$ cat src/rtl/alu_operand_stage_pkg.sv
// alu_operand_stage_pkg: operand select encodings and default widths shared by the operand stage
package alu_operand_stage_pkg;
  localparam int DATA_LEN = 32;
  localparam int ADDR_LEN = 32;
  localparam int SRC_A_SEL_WIDTH = 2;
  localparam int SRC_B_SEL_WIDTH = 2;
  localparam logic [SRC_A_SEL_WIDTH-1:0] SRC_A_RS1 = 2'd0;
  localparam logic [SRC_A_SEL_WIDTH-1:0] SRC_A_PC = 2'd1;
  localparam logic [SRC_B_SEL_WIDTH-1:0] SRC_B_RS2 = 2'd0;
  localparam logic [SRC_B_SEL_WIDTH-1:0] SRC_B_IMM = 2'd1;
  localparam logic [SRC_B_SEL_WIDTH-1:0] SRC_B_FOUR = 2'd2;
endpackage

$ cat src/rtl/alu_operand_stage_operand_fwd_resolve.sv
// operand_fwd_resolve: register value or lowest-indexed tag-matching forward port
module operand_fwd_resolve #(
  parameter int DATA_LEN = 32,
  parameter int TAG_LEN = 6,
  parameter int NUM_FWD = 2
) (
  input  logic                        rdy,
  input  logic [DATA_LEN-1:0]         reg_data,
  input  logic [TAG_LEN-1:0]          tag,
  input  logic [NUM_FWD-1:0]          fwd_valid,
  input  logic [NUM_FWD*TAG_LEN-1:0]  fwd_tag,
  input  logic [NUM_FWD*DATA_LEN-1:0] fwd_data,
  output logic [DATA_LEN-1:0]         data,
  output logic                        resolved
);
  always_comb begin
    data = reg_data;
    resolved = rdy;
    for (int i = NUM_FWD - 1; i >= 0; i--)
      if (!rdy && fwd_valid[i] && fwd_tag[i*TAG_LEN +: TAG_LEN] == tag) begin
        data = fwd_data[i*DATA_LEN +: DATA_LEN];
        resolved = 1'b1;
      end
  end
endmodule

$ cat src/rtl/alu_operand_stage.sv
// alu_operand_stage: forwarded operand select into a 2-entry skid buffer; ALU_OPSTAGE_STALL_CNT_EN adds a stall counter
module alu_operand_stage #(
  parameter int DATA_LEN = alu_operand_stage_pkg::DATA_LEN,
  parameter int ADDR_LEN = alu_operand_stage_pkg::ADDR_LEN,
  parameter int TAG_LEN = 6,
  parameter int NUM_FWD = 2
) (
  input  logic                                              clk_i,
  input  logic                                              reset_i,
  input  logic                                              flush_i,
  input  logic                                              in_valid_i,
  output logic                                              in_ready_o,
  input  logic [alu_operand_stage_pkg::SRC_A_SEL_WIDTH-1:0] src_a_sel_i,
  input  logic [alu_operand_stage_pkg::SRC_B_SEL_WIDTH-1:0] src_b_sel_i,
  input  logic [ADDR_LEN-1:0]                               pc_i,
  input  logic [DATA_LEN-1:0]                               imm_i,
  input  logic [DATA_LEN-1:0]                               rs1_data_i,
  input  logic [DATA_LEN-1:0]                               rs2_data_i,
  input  logic                                              rs1_rdy_i,
  input  logic                                              rs2_rdy_i,
  input  logic [TAG_LEN-1:0]                                rs1_tag_i,
  input  logic [TAG_LEN-1:0]                                rs2_tag_i,
  input  logic [TAG_LEN-1:0]                                rd_tag_i,
  input  logic [NUM_FWD-1:0]                                fwd_valid_i,
  input  logic [NUM_FWD*TAG_LEN-1:0]                        fwd_tag_i,
  input  logic [NUM_FWD*DATA_LEN-1:0]                       fwd_data_i,
  output logic                                              out_valid_o,
  input  logic                                              out_ready_i,
  output logic [DATA_LEN-1:0]                               alu_src_a_o,
  output logic [DATA_LEN-1:0]                               alu_src_b_o,
  output logic [TAG_LEN-1:0]                                rd_tag_o
`ifdef ALU_OPSTAGE_STALL_CNT_EN
  ,
  input  logic                                              stall_cnt_clr_i,
  output logic [31:0]                                       stall_cnt_o
`endif
);
  import alu_operand_stage_pkg::*;
  logic [DATA_LEN-1:0] rs1_val, rs2_val, a_sel, b_sel, a1, b1;
  logic [TAG_LEN-1:0] t1;
  logic rs1_res, rs2_res, ok, push, pop;
  logic [1:0] count;
  operand_fwd_resolve #(.DATA_LEN(DATA_LEN), .TAG_LEN(TAG_LEN), .NUM_FWD(NUM_FWD)) u_rs1 (
    .rdy(rs1_rdy_i), .reg_data(rs1_data_i), .tag(rs1_tag_i), .fwd_valid(fwd_valid_i),
    .fwd_tag(fwd_tag_i), .fwd_data(fwd_data_i), .data(rs1_val), .resolved(rs1_res)
  );
  operand_fwd_resolve #(.DATA_LEN(DATA_LEN), .TAG_LEN(TAG_LEN), .NUM_FWD(NUM_FWD)) u_rs2 (
    .rdy(rs2_rdy_i), .reg_data(rs2_data_i), .tag(rs2_tag_i), .fwd_valid(fwd_valid_i),
    .fwd_tag(fwd_tag_i), .fwd_data(fwd_data_i), .data(rs2_val), .resolved(rs2_res)
  );
  always_comb begin
    a_sel = src_a_sel_i == SRC_A_RS1 ? rs1_val :
            src_a_sel_i == SRC_A_PC  ? DATA_LEN'(pc_i) : '0;
    b_sel = src_b_sel_i == SRC_B_RS2  ? rs2_val :
            src_b_sel_i == SRC_B_IMM  ? imm_i :
            src_b_sel_i == SRC_B_FOUR ? DATA_LEN'(4) : '0;
    ok = (src_a_sel_i != SRC_A_RS1 || rs1_res) && (src_b_sel_i != SRC_B_RS2 || rs2_res);
  end
  assign in_ready_o = count != 2'd2;
  assign out_valid_o = count != 2'd0;
  assign push = in_valid_i && in_ready_o && ok && !flush_i;
  assign pop = out_valid_o && out_ready_i;
  // entry 0 is the head and drives the outputs directly; entry 1 only fills when the head is stalled
  always_ff @(posedge clk_i or negedge reset_i)
    if (!reset_i) begin
      count <= 2'd0;
      alu_src_a_o <= '0;
      alu_src_b_o <= '0;
      rd_tag_o <= '0;
      a1 <= '0;
      b1 <= '0;
      t1 <= '0;
    end else begin
      count <= flush_i ? 2'd0 : count + 2'(push) - 2'(pop);
      if (push && (count == 2'd0 || pop)) begin
        alu_src_a_o <= a_sel;
        alu_src_b_o <= b_sel;
        rd_tag_o <= rd_tag_i;
      end else if (pop && count == 2'd2) begin
        alu_src_a_o <= a1;
        alu_src_b_o <= b1;
        rd_tag_o <= t1;
      end
      if (push && count == 2'd1 && !pop) begin
        a1 <= a_sel;
        b1 <= b_sel;
        t1 <= rd_tag_i;
      end
    end
`ifdef ALU_OPSTAGE_STALL_CNT_EN
  always_ff @(posedge clk_i or negedge reset_i)
    if (!reset_i) stall_cnt_o <= '0;
    else if (stall_cnt_clr_i) stall_cnt_o <= '0;
    else if (in_valid_i && !flush_i && !push && stall_cnt_o != '1) stall_cnt_o <= stall_cnt_o + 32'd1;
`endif
endmodule

$ cat config.mk
export PLATFORM = sky130hd
export DESIGN_NAME = alu_operand_stage
export DESIGN_NICKNAME = d
export VERILOG_FILES = /design/src/rtl/alu_operand_stage_pkg.sv /design/src/rtl/alu_operand_stage_operand_fwd_resolve.sv /design/src/rtl/alu_operand_stage.sv
export SDC_FILE = /design/constraint.sdc
export NUM_CORES = 1
export LEC_CHECK = 0
export BUFFER_PORTS_ARGS = -buffer_cell sky130_fd_sc_hd__buf_2
export CAP_MARGIN = 20
export CORE_MARGIN = 3
export CORE_UTILIZATION = 40
export DETAILED_ROUTE_END_ITERATION = 6
export HOLD_SLACK_MARGIN = 0.06
export MAX_ROUTING_LAYER = met4
export PLACE_DENSITY = 0.67
export SLEW_MARGIN = 25
export SYNTH_ARGS = -nofsm -noshare
export SYNTH_HDL_FRONTEND = slang
export SYNTH_SLANG_ARGS = --single-unit
$ cat constraint.sdc
create_clock -name clk_i -period 2.9 [get_ports clk_i]
set_input_delay 0.87 -clock clk_i [delete_from_list [all_inputs] [get_ports clk_i]]
set_output_delay 0.87 -clock clk_i [all_outputs]
set_load 0.01 [all_outputs]
# Word-level counts from Yosys, hierarchy flattened
# Cells that the tools add are included.
[word_totals]
ff_bits = 142
in_bits = 235
out_inout_bits = 72
wordCells = 70
[classes]
add_sub_neg = 2
eq_ne = 10
mux = 20
n_reduce_logical = 31
[op_table]
columns = ["operator", "n"]
rows = [
  ["2-to-1 mux 32 bit", 12],
  ["equality test 6 bit", 4],
  ["logical AND 1 bit", 17],
  ["2-to-1 mux 6 bit", 2],
  ["nonzero test 2 bit", 4],
  ["equality test 2 x 1 -> 1 bit (second input constant)", 3],
  ["zero test 2 bit", 3],
  ["equality test 2 bit (second input constant)", 2],
  ["zero test 1 bit", 4],
  ["2-to-1 mux 1 bit", 4],
  ["logical OR 1 bit", 3],
  ["2-to-1 mux 3 bit", 1],
  ["adder 2 x 1 -> 2 bit", 1],
  ["2-to-1 mux 2 bit", 1],
  ["inequality test 2 bit (second input constant)", 1],
  ["subtractor 2 x 1 -> 2 bit", 1],
]

# Longest topological paths before layout
[logic_depth]
word_depth = 12
mapped_depth = 10
mapped_depth_nobuf = 9

# By module
# Synthesis repeated with hierarchy kept, for this count alone.
[unflattened]
cells_unflattened = 961
hier_area_um2 = 9694.3
[modules_own_cells]
columns = ["mod", "n_inst", "cells_each", "area_per_inst_um2", "seq_area_each_um2"]
rows = [
  ["alu_operand_stage", 1, 611, 7294.5, 3553.4],
  ["operand_fwd_resolve", 2, 175, 1199.9, 0.0],
]

# Least setup slack after synthesis
# OpenSTA, ideal clock, no wires.
[synth_timing]
path_kind = "input to register"
from = "input port rs1_tag_i[1]"
to = "register alu_src_a_o[29]"
setup_time_ns = 0.149
arrival_time_ns = 2.537
required_time_ns = 2.751
slack_ns = 0.214
stages = 7
n_path_buf = 1
cell_sequence = "xnor2_1 nand3_1 nor4_4 buf_2 mux2_2 a222oi_1 a221oi_1"
[synth_via]
elab_chain_cells = 10
elab_cells_between_ends = 16
classes_between = "eq/ne: 2; mux: 6; reduce/logical: 8"
[synth_rtl]
columns = ["element", "line_no", "source"]
rows = [
  ["start: declaration", "alu_operand_stage.sv:21", "input logic [TAG_LEN-1:0] rs1_tag_i,"],
  ["equality test 6 bit", "alu_operand_stage_operand_fwd_resolve.sv:20", "if (!rdy && fwd_valid[i] && fwd_tag[i*TAG_LEN +: TAG_LEN] == tag) begin"],
  ["logical AND 1 bit", "alu_operand_stage_operand_fwd_resolve.sv:20", ""],
  ["2-to-1 mux 1 bit (2 in series)", "alu_operand_stage_operand_fwd_resolve.sv:20", ""],
  ["logical OR 1 bit", "alu_operand_stage.sv:57", "ok = (src_a_sel_i != SRC_A_RS1 || rs1_res) && (src_b_sel_i != SRC_B_RS2 || rs2_res);"],
  ["logical AND 1 bit", "alu_operand_stage.sv:57", ""],
  ["logical AND 1 bit (2 in series)", "alu_operand_stage.sv:61", "assign push = in_valid_i && in_ready_o && ok && !flush_i;"],
  ["logical AND 1 bit", "alu_operand_stage.sv:75", "if (push && (count == 2'd0 || pop)) begin"],
  ["2-to-1 mux 32 bit or nonzero test 2 bit (tied branches)", "--", ""],
  ["end signal: assignment", "alu_operand_stage.sv:76", "alu_src_a_o <= a_sel;"],
  ["end: declaration", "alu_operand_stage.sv:29", "output logic [DATA_LEN-1:0] alu_src_a_o,"],
]
# Several ways; a longest one is shown, not always the timed one.
# A chain may end at the register's enable or synchronous reset.

# Worst setup path in the final report
[layout_timing]
from = "input port rs1_tag_i[4]"
to = "register alu_src_a_o[17]"
# The elaborated chain is that of the path after synthesis.

==> run metrics <==
die footprint=between 20,000 and 25,000 um^2; DRC Markers=5; switching power as a share of total power=roughly 32%; Worst Setup Path Type=in -> reg; worst min-delay path category=in -> async; net switching component of the power=roughly 2.8 mW; Synthesized Nets=a little over 1,000; critical register-to-register path startpoint=count[1]$_DFF_PN0_; Post-CTS Setup Bufs=0; power density of the placed cells=roughly 730 nW/um^2; initial DRC count=between 800 and 900; number of setup violations in the final report=0; H-tree levels=4; worst-case headroom to the max-slew limit=55.6%; most frequent standard cell in the layout excluding fill and tap cells=buf_2; post-DR wirelength/cell=21.2 um; WL final=30,800 um; root buffer cell=clkbuf_16; number of max-slew violations in the final report=0; TritonCTS clock tree=done; initial antenna violation count=3; sequential cell fraction of total power=between 30% and 40%; final critical path time including I/O delays and setup=between 2 and 3 ns; maximum cell stage delay along the critical path=roughly 0.39 ns; area taken by flip-flops and latches=roughly 3600 um^2; slew at the pin with the worst max-slew slack=roughly 0.67 ns; Yosys Warn Count=0; Layout Area Growth over Synthesis=39.0%; count of flip-flops with a built-in enable after synthesis=0; global-route wire length before repair=approximately 47,000 um; core area=between 20,000 and 25,000 um^2; post-synthesis cell count=801; part of the total power dissipated in combinational logic=about 34%; share of cells above drive strength 1=45.5%; total of hold buffers inserted after clock tree synthesis=0; sequential element share of the synthesized area=41.8%; leading register cell type out of synthesis=dfrtp_1; clock latency at the later pin of the worst-skew pair=0.42 ns; syn avg cell area=10.6 um^2; vias in the first global route=just over 8,000; most frequent cells in the layout=buf_2, dfrtp_1, mux2i_1, nand2_1, buf_4; height of the die=around 150 um; number of cells traversed by the worst register-to-register path=8; leakage power=~6.1 nW; proportion of power drawn by the clock network=a little over a quarter; data arrival time of the critical path=a little over 3 ns; global-route usage over all layers=26.7%; register clock-pin slew on the reported worst setup and hold paths=0.06 ns; pin count of the biggest net entering global routing=68; total via count in the routed design=around 8,000; portion of the clock cycle consumed by the worst path in the final layout=a little under 100%; Num Clock Sinks=roughly 140; violations in the final reports=design-rule violations; number of port buffers=between 300 and 400; row count=52; utilization after layout=a little under three fifths; Worst path most repeated cell=buf_12; critical path data required time=roughly 3.2 ns; critical path, cell by cell=buf_2 -> xnor2_1 -> nand3_1 -> nor4_4 -> buf_12 -> buf_12 -> mux2_2 -> a222oi_1 -> buf_4 -> mux2i_1; library cell contributing the largest single delay on the critical path=nor4_4; worst hold slack=roughly 0.43 ns; DR vias/cell=5.49; effective utilization at floorplan=roughly 41%; maximum fanout along the worst path=14; synthesized area=roughly 8500 um^2; CTS Buf Count=17; number of violations of the max-capacitance limit=0; cells resized by post-CTS repair=0; RSZ-0062 raised after global routing=no; asr flop ratio synth=between 90% and 100%; critical path startpoint category=input pin; number of hold-slack violations in the final timing report=0; maximum clock insertion buffer count=2; count of fill cells added during filler insertion=1,823; TNS Setup=0 ns; end of the worst register-to-register path=a1[2]$_DFFE_PN0P_; DP HPWL=23,500 um; Pwr Total=approximately 8.6 mW; run status=finished with violations; total overflow reported by the global router=0; flops & latches, synth=~140; cell internal pwr=about 5.8 mW; Pre-antenna DRT Iters=7; Post-Route Skew=approximately 0.010 ns; final RePlAce weighted congestion=0.983; Max Fclk=approximately 0.36 GHz; residual antenna-violating net count after detailed routing=0; Worst IR Drop VDD=slightly above 400 uV; slack of the worst reg-to-reg path=0.56 ns; die outline width=between 150 and 200 um; I/O pins=between 300 and 400; capturing element type of the critical path=flip-flop; multi-input gate area in the final layout=~4500 um^2; Post-layout nets=1,408; count of cell types in the netlist=46
==> metal layers <==
layer	vias up	part of all wire [%]	track usage, %	routed length [um]
met2	416	46	39.7	14100
met5	-	0	-	0
met3	50	9.5	8.76	2940
li1	3659	-	-	-
met4	0	2.3	8.30	719
met1	3868	42	34.8	13000
==> flip-flops by register name (all words and copies together) (netlist names) <==
name and flops:
b1 32, t1 6, alu_src_b_o 32, count 2, a1 32, alu_src_a_o 32
rd_tag_o 6
==> per-stage QoR <==
step | area, um^2 | cells | setup WS (ns)
after CTS | 11800 | 1453 | 0.0876
final | 11800 | 1456 | 0.0965
after detailed placement | 11200 | 1422 | -0.346
after floorplan | 8510 | 801 | 0.214
after global routing | 11800 | 1456 | 0.0127
after global placement | 11200 | 1422 | -0.350
==> worst max-delay path: cells and delay by family <==
family	cells	cell delay, ns
compound gates	1	0.36
xor+xnor	1	0.26
buf+inv	4	0.68
mux	2	0.38
simple gates	2	0.56
==> final cells by class <==
| class | instances | share of cell area [%] |
|---|---|---|
| Sequential cell | 142 | 30.0 |
| Clock buffer | 19 | 3.75 |
| Antenna cell | 3 | 0.0635 |
| Multi-Input combinational cell | 551 | 38.0 |
| Tap cell | 270 | 2.86 |
| Timing Repair Buffer | 413 | 22.2 |
| Clock inverter | 12 | 1.57 |
| Inverter | 46 | 1.46 |
==> power by group through the flow <==
stage               registers, mW  logic, mW  clock network (mW)
floorplan                    3.46       1.47                   0
global placement             3.33       2.83                   0
detailed placement           3.38       2.89                   0
CTS                          3.35       2.91                2.38
global route                 3.47       3.16                2.48
finish                       3.35       2.89                2.35
==> cell families (layout without fill, tap and decap cells) <==
logic type | count (synthesis) | in the layout | share of synthesized area [%]
compound gates | 184 | 184 | 15.9
xor+xnor | 26 | 26 | 2.68
fa+ha+maj | 2 | 2 | 0.294
buf+inv | 108 | 490 | 5.84
flops | 142 | 142 | 41.8
mux | 193 | 193 | 25.5
other cells | 0 | 3 | 0
simple gates | 146 | 146 | 8.01
==> cell usage after synthesis, types with 2 or more instances <==
library cell / number / area, um^2
o21ai_0: 68 / 340
mux2_2: 46 / 518
buf_6: 7 / 78.8
ha_1: 2 / 25.0
and2_1: 3 / 18.8
mux2_4: 34 / 510
a221oi_1: 3 / 26.3
buf_2: 7 / 35.0
nor3_1: 3 / 15.0
clkbuf_1: 40 / 150
buf_4: 8 / 60.1
and3_1: 6 / 37.5
inv_1: 46 / 173
xnor2_1: 11 / 96.3
nor4_1: 2 / 12.5
a211oi_1: 31 / 233
nand3_1: 8 / 40.0
mux2i_1: 105 / 1050
a221o_1: 6 / 60.1
nand2_1: 98 / 368
a21boi_0: 31 / 233
a2bb2oi_1: 3 / 26.3
xor2_1: 15 / 131
o221ai_1: 2 / 17.5
nor2_1: 9 / 33.8
nand2b_1: 2 / 12.5
dfrtp_1: 142 / 3550
a222oi_1: 32 / 320
nor2b_1: 6 / 37.5
mux2_1: 8 / 90.1
nor4_4: 2 / 42.5
==> worst max path at each step <==
stage	startpoint	endpoint	slack, ns	depth (start not counted)
after floorplan	rs1_tag_i[1]	alu_src_a_o[29]$_DFFE_PN0P_	0.21	7
after global placement	rs1_tag_i[4]	alu_src_a_o[21]$_DFFE_PN0P_	-0.35	9
after detailed placement	rs1_tag_i[4]	a1[4]$_DFFE_PN0P_	-0.35	10
after CTS	rs1_tag_i[4]	alu_src_a_o[21]$_DFFE_PN0P_	0.09	9
after global routing	rs1_tag_i[4]	alu_src_a_o[6]$_DFFE_PN0P_	0.01	9
final	rs1_tag_i[4]	alu_src_a_o[17]$_DFFE_PN0P_	0.1	10
No activity file was read; power rests on OpenSTA's default activity.
